[src/rtl/mem_arbiter_if.sv]
// mem_arbiter_if: one block-transfer request/response channel.
//   The same bundle is used for each cache-side port (cache drives the
//   request, arbiter answers) and for the shared memory side (arbiter
//   drives the request, memory answers).
//   valid/write/addr/wdata : request, held stable by the issuer until ready
//   ready                  : one-cycle completion pulse
//   rdata                  : read block, meaningful with/after ready
//   modport master : request issuer
//   modport slave  : request server
interface mem_arbiter_if #(
  parameter int ADDR_W = 32,
  parameter int DATA_W = 128
);
  logic              valid;
  logic              write;
  logic [ADDR_W-1:0] addr;
  logic [DATA_W-1:0] wdata;
  logic              ready;
  logic [DATA_W-1:0] rdata;

  modport master (output valid, write, addr, wdata, input  ready, rdata);
  modport slave  (input  valid, write, addr, wdata, output ready, rdata);
endinterface

[src/rtl/mem_arbiter.sv]
// mem_arbiter: two-port round-robin arbiter in front of one shared
// next-level memory, one transaction outstanding at a time.
//   clk    : clock, all state on rising edge
//   rst    : synchronous reset, active low
//   i_port : port 0 (instruction cache), slave side
//   d_port : port 1 (data cache), slave side
//   m_port : shared memory, master side
//   busy   : high whenever the arbiter is not idle
// Flow: IDLE picks a winner and latches its request, MEM presents it to
// memory until m_ready, DONE pulses the winner's ready for one cycle.
module mem_arbiter #(
  parameter int ADDR_W = 32,
  parameter int DATA_W = 128
) (
  input  logic           clk,
  input  logic           rst,
  mem_arbiter_if.slave   i_port,
  mem_arbiter_if.slave   d_port,
  mem_arbiter_if.master  m_port,
  output logic           busy
);

  typedef enum logic [1:0] {
    IDLE = 2'd0,
    MEM  = 2'd1,
    DONE = 2'd2
  } state_t;

  state_t            r_state;
  state_t            w_state_nxt;

  // Port encoding for r_prio / r_grant: 0 = i_port, 1 = d_port.
  logic              r_prio;
  logic              r_grant;
  logic              r_write;
  logic [ADDR_W-1:0] r_addr;
  logic [DATA_W-1:0] r_wdata;
  logic [DATA_W-1:0] r_i_rdata;
  logic [DATA_W-1:0] r_d_rdata;

  logic              w_req_any;
  logic              w_win;
  logic              w_grant_en;
  logic              w_capture;

  // d wins when it asks alone, or when both ask and prio points at d.
  always_comb begin
    w_req_any = i_port.valid | d_port.valid;
    w_win     = d_port.valid & (~i_port.valid | r_prio);
  end

  always_ff @(posedge clk) begin
    if (!rst) r_state <= IDLE;
    else      r_state <= w_state_nxt;
  end

  always_comb begin
    w_state_nxt  = r_state;
    w_grant_en   = 1'b0;
    w_capture    = 1'b0;
    m_port.valid = 1'b0;
    i_port.ready = 1'b0;
    d_port.ready = 1'b0;
    busy         = 1'b1;
    unique case (r_state)
      IDLE: begin
        busy = 1'b0;
        if (w_req_any) begin
          w_grant_en  = 1'b1;
          w_state_nxt = MEM;
        end
      end
      MEM: begin
        m_port.valid = 1'b1;
        if (m_port.ready) begin
          w_capture   = 1'b1;
          w_state_nxt = DONE;
        end
      end
      DONE: begin
        // Requests are not looked at here; requesters are still holding
        // the completed request this cycle.
        i_port.ready = ~r_grant;
        d_port.ready = r_grant;
        w_state_nxt  = IDLE;
      end
      default: w_state_nxt = IDLE;
    endcase
  end

  // Memory sees only the latched copy, so the requesters' live inputs
  // cannot disturb an in-flight transaction.
  assign m_port.write = r_write;
  assign m_port.addr  = r_addr;
  assign m_port.wdata = r_wdata;
  assign i_port.rdata = r_i_rdata;
  assign d_port.rdata = r_d_rdata;

  always_ff @(posedge clk) begin
    if (!rst) begin
      r_prio    <= 1'b1;
      r_grant   <= 1'b0;
      r_write   <= 1'b0;
      r_addr    <= '0;
      r_wdata   <= '0;
      r_i_rdata <= '0;
      r_d_rdata <= '0;
    end else begin
      if (w_grant_en) begin
        r_grant <= w_win;
        r_prio  <= ~w_win;
        r_write <= w_win ? d_port.write : i_port.write;
        r_addr  <= w_win ? d_port.addr  : i_port.addr;
        r_wdata <= w_win ? d_port.wdata : i_port.wdata;
      end
      // w_capture is only raised in MEM, so stray m_ready pulses are ignored.
      if (w_capture && !r_write) begin
        if (r_grant) r_d_rdata <= m_port.rdata;
        else         r_i_rdata <= m_port.rdata;
      end
    end
  end

endmodule

[src/flat_wrapper.sv]
// flat-port wrapper written by rule: the top's interface ports become plain ports
module mem_arbiter_flat 
#(
  parameter int ADDR_W = 32,
  parameter int DATA_W = 128
)
  (clk, rst, busy, i_port_valid, i_port_write, i_port_addr, i_port_wdata, i_port_ready, i_port_rdata, d_port_valid, d_port_write, d_port_addr, d_port_wdata, d_port_ready, d_port_rdata, m_port_valid, m_port_write, m_port_addr, m_port_wdata, m_port_ready, m_port_rdata);
  mem_arbiter_if #(.ADDR_W(ADDR_W), .DATA_W(DATA_W)) i_port_i ();
  mem_arbiter_if #(.ADDR_W(ADDR_W), .DATA_W(DATA_W)) d_port_i ();
  mem_arbiter_if #(.ADDR_W(ADDR_W), .DATA_W(DATA_W)) m_port_i ();
  input  logic clk;
  input  logic rst;
  output logic busy;
  input wire logic [$bits(i_port_i.valid)-1:0] i_port_valid;
  input wire logic [$bits(i_port_i.write)-1:0] i_port_write;
  input wire logic [$bits(i_port_i.addr)-1:0] i_port_addr;
  input wire logic [$bits(i_port_i.wdata)-1:0] i_port_wdata;
  output wire logic [$bits(i_port_i.ready)-1:0] i_port_ready;
  output wire logic [$bits(i_port_i.rdata)-1:0] i_port_rdata;
  input wire logic [$bits(d_port_i.valid)-1:0] d_port_valid;
  input wire logic [$bits(d_port_i.write)-1:0] d_port_write;
  input wire logic [$bits(d_port_i.addr)-1:0] d_port_addr;
  input wire logic [$bits(d_port_i.wdata)-1:0] d_port_wdata;
  output wire logic [$bits(d_port_i.ready)-1:0] d_port_ready;
  output wire logic [$bits(d_port_i.rdata)-1:0] d_port_rdata;
  output wire logic [$bits(m_port_i.valid)-1:0] m_port_valid;
  output wire logic [$bits(m_port_i.write)-1:0] m_port_write;
  output wire logic [$bits(m_port_i.addr)-1:0] m_port_addr;
  output wire logic [$bits(m_port_i.wdata)-1:0] m_port_wdata;
  input wire logic [$bits(m_port_i.ready)-1:0] m_port_ready;
  input wire logic [$bits(m_port_i.rdata)-1:0] m_port_rdata;
  assign i_port_i.valid = i_port_valid;
  assign i_port_i.write = i_port_write;
  assign i_port_i.addr = i_port_addr;
  assign i_port_i.wdata = i_port_wdata;
  assign i_port_ready = i_port_i.ready;
  assign i_port_rdata = i_port_i.rdata;
  assign d_port_i.valid = d_port_valid;
  assign d_port_i.write = d_port_write;
  assign d_port_i.addr = d_port_addr;
  assign d_port_i.wdata = d_port_wdata;
  assign d_port_ready = d_port_i.ready;
  assign d_port_rdata = d_port_i.rdata;
  assign m_port_valid = m_port_i.valid;
  assign m_port_write = m_port_i.write;
  assign m_port_addr = m_port_i.addr;
  assign m_port_wdata = m_port_i.wdata;
  assign m_port_i.ready = m_port_ready;
  assign m_port_i.rdata = m_port_rdata;
  mem_arbiter #(.ADDR_W(ADDR_W), .DATA_W(DATA_W)) u_core (.clk(clk), .rst(rst), .i_port(i_port_i), .d_port(d_port_i), .m_port(m_port_i), .busy(busy));
endmodule
[config.mk]
export PLATFORM = sky130hd
export DESIGN_NAME = mem_arbiter_flat
export DESIGN_NICKNAME = d
export VERILOG_FILES = /design/src/rtl/mem_arbiter_if.sv /design/src/rtl/mem_arbiter.sv /design/src/flat_wrapper.sv
export SDC_FILE = /design/constraint.sdc
export NUM_CORES = 1
export LEC_CHECK = 0
export ABC_AREA = 0
export BUFFER_PORTS_ARGS = -buffer_cell sky130_fd_sc_hd__buf_4
export CORE_AREA = 2 2 337 339
export DETAILED_ROUTE_END_ITERATION = 12
export DIE_AREA = 0 0 339 341
export GPL_ROUTABILITY_DRIVEN = 0
export HOLD_SLACK_MARGIN = 0.02
export PLACE_DENSITY = 0.43
export SLEW_MARGIN = 20
export SYNTH_ARGS = -nofsm -noshare
export SYNTH_HDL_FRONTEND = slang
export SYNTH_SLANG_ARGS = --single-unit
[constraint.sdc]
create_clock -name clk -period 3.11 [get_ports clk]
set_clock_uncertainty 0.05 [all_clocks]
set_input_delay 0.4665 -clock clk [delete_from_list [all_inputs] [get_ports clk]]
set_output_delay 0.4665 -clock clk [all_outputs]
set_load 0.1 [all_outputs]
==> key figures, run 1 <==
Status
  – Status: complete, no violations

Setup path
  – CP top delay family: flip-flops
  – Worst path slowest cell: dfxtp_4
  – Cells along the critical path: inv_8 -> nor3b_2 -> buf_4
  – Crit-path max FO: 56
  – Critical path arrival: around 2.3 ns
  – Critical path endpoint category: output pin
  – Startpoint types: register
  – Crit path kind: register to output pin
  – CP peak stage delay: 0.67 ns
  – CP Buf/Inv Count: 2
  – Worst EP required: 2.59 ns

Yosys
  – Synthesized flop and latch total: approximately 420
  – Synth area leaders: dfxtp_1 47%, nand3_1 9.0%, a21oi_1 7.1%
  – Yosys cell types: 27
  – Mapped Nets: 2687
  – Top FF cell, synth: dfxtp_1
  – Top cells by count, synth: 421 x dfxtp_1, 327 x nand3_1, 257 x a21oi_1
  – Yosys top cell area share: 0.465
  – Post-synth EDFFs: 0
  – Synthesized area per cell: ~8.1 um^2
  – Count leader, synth: dfxtp_1
  – Synth Cell Area: ~18000 um^2
  – Leading area contributor after synthesis: dfxtp_1
  – Mapped Cells: 2232
  – Sequential area share after synthesis: 0.465
  – Async SR Flop Fraction: 0
  – Synth warnings: 0

Timing
  – Achievable Freq: 362 MHz
  – Final slew viol count: 0
  – Setup WS post-layout: between 0.3 and 0.4 ns
  – Fin Setup TNS: 0 ns
  – Period utilization: 0.888
  – Worst Tran Pin Value: 0.991 ns
  – Hold Vio Cnt, Final: 0
  – Setup-failing EPs final: 0
  – Minimum clock period: around 2.8 ns
  – Unrepaired setup endpoints after global routing: no
  – Slew HR: 0.339

Layout
  – Layout cells sized above 1: 0.324
  – Layout area overhead: 63.8%
  – Fin cells: ~4700
  – Final core utilization: 0.265
  – NumNets Final: between 3000 and 4000

Floorplan
  – Die area: between 100000 and 150000 um^2
  – Site Rows: around 120
  – I/O pin cnt: around 880
  – Starting density of the core: 0.162
  – Die W: about 340 um
  – Core area: between 100000 and 150000 um^2
  – Die H: 341 um

Power
  – P_leak: 12.1 nW
  – Share of power burned in registers: 0.341
  – Comb pwr share: 0.290
  – Clock share of power: 0.368
  – Total design power: ~0.017 W
  – P_int: 0.0107 W
  – Switching power: ~0.0065 W
  – Peak VDD IR: between 0.0003 and 0.0004 V
  – Power density over cell area: 581 nW/um^2
  – Sw frac: 0.377

Clock network
  – Clk buf depth: 3
  – Total CTS buffers: 55
  – H-tree depth: 2
  – Post_cts resized: 0
  – Latest clock arrival within the worst-skew pair: 0.63 ns
  – Clock Sinks: about 420
  – CTS tree: done
  – Clock Pin Slew Worst Setup and Hold Paths: 0.06 ns
  – Clock root cell: clkbuf_16

Placement
  – IO buf count: ~880
  – Hpwl dp: approximately 67 mm
  – Dpl ws: about 0.91 ns
  – Cells after DPL: about 4400

Route
  – Antenna Nets Post-Route: 0
  – DRC viols: 0
  – Via count: 20800
  – 1st-iter DRT viols: 1202
  – Final Routed Wirelength: about 97 mm
  – First-pass detailed-route iteration total: 6
  – Routed WL per cell: ~21 um
  – Vias/cell: 4.45

Min path
  – Class of the worst hold path: primary input to register

GRT
  – Vias in the first global route: 20300
  – Largest net degree at the start of global routing: roughly 140
  – Initial antenna violation count: 6
  – Tot GR Track Use: 0.157
  – Grt ovf: 0
  – First-pass GRT wire length: 139 mm

Run
  – # Max-Cap Violations: 0
layout by cell type (no fill, tap or decap), types with 2 or more instances in the layout:
| master | instances |
|---|---|
| nor2_4 | 2 |
| clkbuf_1 | 20 |
| nand3_1 | 327 |
| clkbuf_8 | 13 |
| dfxtp_1 | 420 |
| inv_8 | 3 |
| diode_2 | 5 |
| and3_1 | 93 |
| o31a_1 | 92 |
| clkbuf_16 | 57 |
| o21ai_0 | 254 |
| nand2_1 | 93 |
| nand4_1 | 69 |
| buf_12 | 26 |
| o21a_1 | 93 |
| clkinv_2 | 8 |
| nor2b_1 | 2 |
| a31oi_1 | 69 |
| a21oi_1 | 257 |
| nor3_1 | 92 |
| clkinvlp_4 | 2 |
| buf_4 | 900 |
| nor3b_2 | 2 |
| o21ai_1 | 73 |
| dlygate4sd3_1 | 178 |
path summary, 6_finish.rpt:
path,end,cells past startpoint,slack (ns),start
hold reg to reg,u_core.i_port.rdata[94],2,0.42,u_core.i_port.rdata[94]
hold / removal,u_core.m_port.addr[12],3,0.08,d_port_addr[12]
setup reg to reg,u_core.m_port.wdata[18],6,0.55,u_core.r_state[0]
setup / recovery,d_port_ready,3,0.35,u_core.r_grant
worst min-delay path: stages:
cell	delay [ns]
buf_4	0.11
nand4_1	0.06
a31oi_1	0.07
per-layer routing:
metal  wire, um  track usage  vias to the layer above
met5         13            0                        -
met2      45200        0.254                      780
met3       8130       0.0509                      123
met4       3510       0.0605                        2
met1      40200        0.193                     9883
li1           -            -                     9965
timing repair:
action,in CTS,in global routing
endpoints found under the hold margin,266,0
setup buffers,0,0
hold buffers,178,0
state kept, by name, indices dropped and copies added (netlist names):
| name | count |
|---|---|
| u_core.m_port.addr | 32 |
| u_core.i_port.rdata | 128 |
| u_core.d_port.rdata | 128 |
| u_core.r_prio | 1 |
| u_core.r_grant | 1 |
| u_core.m_port.wdata | 128 |
| u_core.m_port.write | 1 |
| u_core.r_state | 2 |
cell type report:
cell class	count	area, um^2
Inverter	3	33.8
Clock buffer	90	1680
Antenna cell	5	12.5
Clock inverter	12	105
Fill cell	12300	82200
Sequential cell	421	8430
Tap cell	1500	1880
Multi-Input combinational cell	1524	8470
Timing Repair Buffer	1105	9070
per-stage QoR:
stage | hold WS (ns) | instance area [um^2]
finish | 0.0763 | 29700
CTS | 0.0201 | 29700
global route | 0.0377 | 29700
floorplan | 0.475 | 18100
global placement | 0.412 | 26100
detailed placement | 0.418 | 26100
power groups by stage:
stage / combinational (W) / sequential (W) / clock, W
2_1_floorplan: 0.00123 / 0.00801 / 0
3_3_place_gp: 0.00485 / 0.00599 / 0
3_5_place_dp: 0.00484 / 0.00600 / 0
4_1_cts: 0.00505 / 0.00589 / 0.00660
5_1_grt: 0.00524 / 0.00592 / 0.00679
6_report: 0.00501 / 0.00589 / 0.00635
cell families after synthesis:
kind of cell,Yosys count,synth area share
AO/OA/AOI/OAI,839,0.269
flip-flops,421,0.465
buffers and inverters,287,0.0701
AND/OR/NAND/NOR,685,0.195
(Power assumes the default switching activity.)
==> run 2: changes to the inputs <==
--- a/config.mk
+++ b/config.mk
@@ -13,7 +13,7 @@
 export GPL_ROUTABILITY_DRIVEN = 0
 export HOLD_SLACK_MARGIN = 0.02
 export PLACE_DENSITY = 0.43
-export SLEW_MARGIN = 20
+export SLEW_MARGIN = 5
 export SYNTH_ARGS = -nofsm -noshare
 export SYNTH_HDL_FRONTEND = slang
 export SYNTH_SLANG_ARGS = --single-unit
==> constraint.sdc (replaced) <==
create_clock -name clk -period 3.11 [get_ports clk]
set_clock_uncertainty 0.05 [all_clocks]
set_input_delay 0.311 -clock clk [delete_from_list [all_inputs] [get_ports clk]]
set_output_delay 0.311 -clock clk [all_outputs]
set_load 0.1 [all_outputs]
==> key figures, run 2 (same netlist as run 1, synthesis figures left out) <==
Clock network
  – Clock Sinks: 421 (unchanged)
  – Postcts setup bufs: 0 (unchanged)
  – Post_cts resized: 0 (unchanged)
  – CTS tree: done
  – Clk buf depth: 3 (unchanged)
  – Latest clock arrival within the worst-skew pair: 0.62 ns (about the same)
  – H-tree depth: 2 (unchanged)
  – Total CTS buffers: 54 (-1.8%)
  – Clock Pin Slew Worst Setup and Hold Paths: 0.06 ns (about the same)
  – Clock root cell: clkbuf_16
  – CTS Hold Bufs: 424 (+140%)

Setup path
  – Crit path kind: register to register
  – Crit-path max FO: 70 (+25%)
  – Reg-to-reg critical path startpoint: u_core.r_state[0]
  – Worst EP required: 3.63 ns (+1.04 ns)
  – Startpoint types: register
  – Flop2flop setup slack: 0.25 ns (-0.30 ns)
  – Critical path endpoint category: register
  – Launch point of the worst path: u_core.r_state[0]
  – R2R depth: 6 (unchanged)
  – Critical R2R Capture: u_core.m_port.wdata[116]
  – Critical path arrival: 3.38 ns (+1.13 ns)

Route
  – Via count: 21900 (+5.5%)
  – Routed WL per cell: 20.2 um (-2.9%)
  – Vias/cell: 4.47 (+0.36%)
  – 1st-iter DRT viols: 1192 (-0.83%)
  – First-pass detailed-route iteration total: 5 (-1)
  – Final Routed Wirelength: 99.1 mm (+2.1%)
  – DRC viols: 0 (unchanged)
  – Antenna Nets Post-Route: 0 (unchanged)

Timing
  – Period utilization: 0.921 (+0.0324)
  – Setup-failing EPs final: 0 (unchanged)
  – Fin Setup TNS: 0 ns (unchanged)
  – Hold Vio Cnt, Final: 0 (unchanged)
  – Worst Tran Pin Value: 0.964 ns (-0.0272 ns)
  – Achievable Freq: 349 MHz (-3.5%)
  – Final slew viol count: 0 (unchanged)
  – Unrepaired setup endpoints after global routing: no
  – Minimum clock period: 2.86 ns (+0.101 ns)
  – Slew HR: 0.358 (+0.0181)

Min path
  – Hold path start: d_port_addr[8]
  – Cell count of the worst hold path: 4 (+1)
  – Hold EP: u_core.m_port.addr[8]
  – Class of the worst hold path: primary input to register

Placement
  – Hpwl dp: 67.7 mm (+0.92%)
  – IO buf count: 875 (unchanged)
  – Placed inst area: 26000 um^2 (-0.29%)

Layout
  – Layout cells sized above 1: 0.301 (-0.0233)
  – Register area: 8430 um^2 (unchanged)
  – Design area: 32000 um^2 (+7.9%)
  – Multi-input gate area: 8470 um^2 (unchanged)
  – Layout area overhead: 76.8%
  – NumNets Final: 3810 (+6.9%)
  – Most frequent cells in the layout: 906 x buf_4, 424 x dlygate4sd3_1, 420 x dfxtp_1
  – Commonest non-fill, non-tap cell in the layout: buf_4
  – Fillcell total: 12100 (-1.1%)

GRT
  – Initial antenna violation count: 7 (+1)
  – Largest net degree at the start of global routing: 170 (+21%)
  – First-pass GRT wire length: 144 mm (+3.4%)
  – Grt ovf: 0 (unchanged)
  – Tot GR Track Use: 0.160 (+0.00363)
  – Vias in the first global route: 21800 (+7.4%)

Power
  – P_leak: 13.3 nW (+10%)
  – Power density over cell area: 548 nW/um^2 (-5.6%)
  – Peak VDD IR: 0.000375 V (-4.4%)

Floorplan
  – Die H: 341 um (unchanged)
  – Site Rows: 123 (unchanged)
  – Die area: 116000 um^2 (unchanged)
  – I/O pin cnt: 876 (unchanged)
  – Starting density of the core: 0.162 (unchanged)
  – Core area: 112000 um^2 (unchanged)
  – Die W: 339 um (unchanged)

Run
  – # Max-Cap Violations: 0 (unchanged)

Status
  – Status: complete, no violations
## run 2: changes by cell type in the layout (fill, tap and decap cells not counted), sizes merged
| cell | delta |
|---|---|
| diode | -1 |
| clkinvlp | -2 |
| inv | +1 |
| clkbuf | -7 |
| dlygate4sd3 | +246 |
| bufinv | +2 |
| clkinv | +1 |
## run 2: worst max-delay path by stage
| stage | slack (ns) | endpoint |
|---|---|---|
| final | 0.25 | u_core.m_port.wdata[116] |
| after global placement | 1.04 | u_core.d_port.rdata[14] |
| after global routing | 0.07 | u_core.m_port.wdata[116] |
| after CTS | 0.24 | u_core.m_port.wdata[111] |
| after floorplan | 0.55 | d_port_ready |
| after detailed placement | 1.01 | u_core.m_port.wdata[126] |
## run 2: layer usage
metal	up-vias	global-route usage	part of all wire
met5	-	0	0.00013
li1	10500	-	-
met2	784	0.259	0.46
met3	160	0.0508	0.079
met1	10500	0.196	0.42
met4	2	0.0687	0.044
## run 2: worst max-delay path, cell delays in order, from the launching register on
cell and delay [ns]:
dfxtp_1 0.44, nor2_4 0.21, buf_4 0.65, nand4_1 0.15, dlygate4sd3_1 0.60, a31oi_1 0.12
dlygate4sd3_1 0.55
## run 2: metrics by stage
stage	util	cells	setup slack [ns]	hold slack (ns)	total power (W)
2_1_floorplan	-	2232	0.547	0.407	0.00923
3_3_place_gp	0.233	4375	1.04	0.412	0.0108
3_5_place_dp	0.233	4375	1.01	0.417	0.0108
4_1_cts	0.286	4896	0.239	0.0201	0.0178
5_1_grt	0.286	4897	0.0663	0.0411	0.0183
6_report	0.286	4900	0.246	0.0683	0.0176
## run 2: layout make-up
| cell class | count | area share |
|---|---|---|
| Inverter | 3 | 0.00105 |
| Clock buffer | 83 | 0.0500 |
| Timing Repair Buffer | 1351 | 0.358 |
| Multi-Input combinational cell | 1524 | 0.264 |
| Sequential cell | 421 | 0.263 |
| Clock inverter | 14 | 0.00457 |
| Antenna cell | 4 | 0.000313 |
| Tap cell | 1500 | 0.0586 |
## run 2: report_power, final
part,internal [W],total (W),switching (W)
combinational,0.00162,0.00535,0.00373
clock,0.00370,0.00633,0.00263
sequential,0.00569,0.00588,0.000187
==> run 3: changes to the inputs <==
==> constraint.sdc (replaced) <==
create_clock -name clk -period 3.5 [get_ports clk]
set_clock_uncertainty 0.05 [all_clocks]
set_input_delay 0.35 -clock clk [delete_from_list [all_inputs] [get_ports clk]]
set_output_delay 0.35 -clock clk [all_outputs]
set_load 0.1 [all_outputs]
==> key figures, run 3 (same netlist as run 1, synthesis figures left out) <==
Status
  – Status: complete, no violations

Setup path
  – Crit-path max FO: 117 (+67%)
  – Worst EP required: 4.01 ns (+0.38 ns)
  – CP Buf/Inv Count: 3 (unchanged)
  – CP peak stage delay: 0.58 ns (-0.07 ns)
  – Critical path arrival: 3.33 ns (-0.05 ns)
  – Cells along the critical path: a211oi_4 -> buf_12 -> nand3_1 -> dlygate4sd3_1 -> a31oi_1 -> dlygate4sd3_1
  – Crit path kind: register to register
  – Worst path slowest cell: dlygate4sd3_1
  – Crit-path most repeated cell: dlygate4sd3_1
  – Critical path endpoint category: register
  – Startpoint types: register
  – CP top delay family: buffers and inverters

Timing
  – Hold Vio Cnt, Final: 0 (unchanged)
  – Worst Tran Pin Value: 1.14 ns (+0.173 ns)
  – Final slew viol count: 0 (unchanged)
  – Setup-failing EPs final: 0 (unchanged)
  – Unrepaired setup endpoints after global routing: no
  – Fin Setup TNS: 0 ns (unchanged)
  – Achievable Freq: 355 MHz (+1.6%)
  – Slew HR: 0.242 (-0.115)
  – Period utilization: 0.805 (-0.116)
  – Minimum clock period: 2.82 ns (-0.0461 ns)

Clock network
  – CTS tree: done
  – Clock Sinks: 421 (unchanged)
  – Total CTS buffers: 53 (-1.9%)
  – Latest clock arrival within the worst-skew pair: 0.63 ns (about the same)
  – Clock Pin Slew Worst Setup and Hold Paths: 0.06 ns (about the same)
  – H-tree depth: 2 (unchanged)
  – Postcts setup bufs: 0 (unchanged)
  – Post_cts resized: 0 (unchanged)
  – Clk buf depth: 3 (unchanged)
  – Clock root cell: clkbuf_16

GRT
  – Initial antenna violation count: 8 (+1)
  – Grt ovf: 0 (unchanged)
  – Vias in the first global route: 21200 (-3.0%)
  – First-pass GRT wire length: 142 mm (-1.6%)
  – Largest net degree at the start of global routing: 175 (+2.9%)
  – Tot GR Track Use: 0.158 (-0.00231)

Layout
  – Most frequent cells in the layout: 899 x buf_4, 420 x dfxtp_1, 355 x dlygate4sd3_1
  – NumNets Final: 3729 (-2.1%)
  – Layout area overhead: 72.4%
  – Final core utilization: 0.279 (-0.00700)
  – Commonest non-fill, non-tap cell in the layout: buf_4
  – Layout cells sized above 1: 0.306 (+0.00523)

Route
  – Final Routed Wirelength: 97.8 mm (-1.2%)
  – First-pass detailed-route iteration total: 5 (unchanged)
  – DRC viols: 0 (unchanged)
  – Routed WL per cell: 20.3 um (+0.42%)
  – 1st-iter DRT viols: 1353 (+14%)
  – Antenna Nets Post-Route: 0 (unchanged)
  – Met3 wirelength from detailed routing: 7.85 mm (-0.19%)
  – Met2 WL post-DR: 45.2 mm (-0.71%)
  – DR top layer: met5
  – Wire length on met1: 40.5 mm (-2.0%)
  – Via count: 21500 (-2.0%)
  – Vias/cell: 4.45 (-0.34%)

Power
  – Sw frac: 0.373 (about the same)
  – Total design power: 0.0155 W (-11%)
  – P_leak: 12.8 nW (-3.5%)
  – Share of power burned in registers: 0.336 (about the same)
  – Clock share of power: 0.367 (+0.007)
  – Switching power: 0.00579 W (-11%)
  – Comb pwr share: 0.298 (-0.007)
  – Power density over cell area: 497 nW/um^2 (-9.2%)
  – Peak VDD IR: 0.000305 V (-19%)
  – P_int: 0.00975 W (-11%)

Floorplan
  – Starting density of the core: 0.162 (unchanged)
  – Core area: 112000 um^2 (unchanged)
  – Site Rows: 123 (unchanged)
  – Die area: 116000 um^2 (unchanged)
  – Die W: 339 um (unchanged)
  – I/O pin cnt: 876 (unchanged)
  – Die H: 341 um (unchanged)

Min path
  – Class of the worst hold path: primary input to register

Placement
  – Hpwl dp: 66.4 mm (-2.0%)
  – IO buf count: 875 (unchanged)

Run
  – # Max-Cap Violations: 0 (unchanged)
## run 3: cell count changes in the layout (fill, tap and decap cells not counted), moves of 4 or more
cell           before  now
buf_12             20   16
clkbuf_8           12   18
clkbuf_1           16   11
buf_4             906  899
dlygate4sd3_1     424  355
## run 3: final timing paths
kind                                 from                        to  slack, ns  depth (start not counted)
setup / recovery        u_core.r_state[0]  u_core.m_port.wdata[116]       0.68                          6
hold / removal          d_port_wdata[110]  u_core.m_port.wdata[110]       0.08                          4
hold reg to reg   u_core.d_port.rdata[37]   u_core.d_port.rdata[37]       0.42                          2
setup reg to reg        u_core.r_state[0]  u_core.m_port.wdata[116]       0.68                          6
## run 3: worst register-to-register path: cells and delay by family, from the launching register on
kind | cells | cell delay, ns
buffers and inverters | 3 | 1.56
AOI/OAI and AO/OA | 2 | 0.49
DFF | 1 | 0.44
and+or+nand+nor | 1 | 0.20
## run 3: power groups by stage
stage          registers [W]  logic [W]  clock network (W)
2_1_floorplan        0.00712    0.00109                  0
3_5_place_dp         0.00532    0.00428                  0
4_1_cts              0.00522    0.00466            0.00591
6_report             0.00522    0.00463            0.00570
5_1_grt              0.00525    0.00484            0.00608
3_3_place_gp         0.00532    0.00429                  0
## run 3: what timing repair did
| action | CTS | global route |
|---|---|---|
| hold buffers | 355 | 0 |
| endpoints found under the hold margin | 414 | 0 |
| endpoints found under the setup margin | 0 | 0 |
## run 3: area by class of cell
type	instances	area (um^2)
Antenna cell	4	10.0
Clock inverter	13	148
Tap cell	1500	1880
Sequential cell	421	8430
Clock buffer	83	1640
Inverter	3	33.8
Timing Repair Buffer	1271	10600
Fill cell	12200	80600
Multi-Input combinational cell	1524	8470
## run 3: metrics by stage
stage	setup slack (ns)	hold WS [ns]	instances	instance area, um^2
2_1_floorplan	0.898	0.446	2232	18100
3_3_place_gp	1.32	0.411	4364	25900
3_5_place_dp	1.28	0.417	4364	25900
4_1_cts	0.648	0.0212	4815	31200
5_1_grt	0.541	0.0423	4818	31200
6_report	0.682	0.0800	4819	31200
## run 3: per-layer routing
layer | up-vias | GRT usage
li1 | 10300 | -
met3 | 141 | 0.0499
met2 | 747 | 0.254
met4 | 2 | 0.0681
met5 | - | 0
met1 | 10300 | 0.194
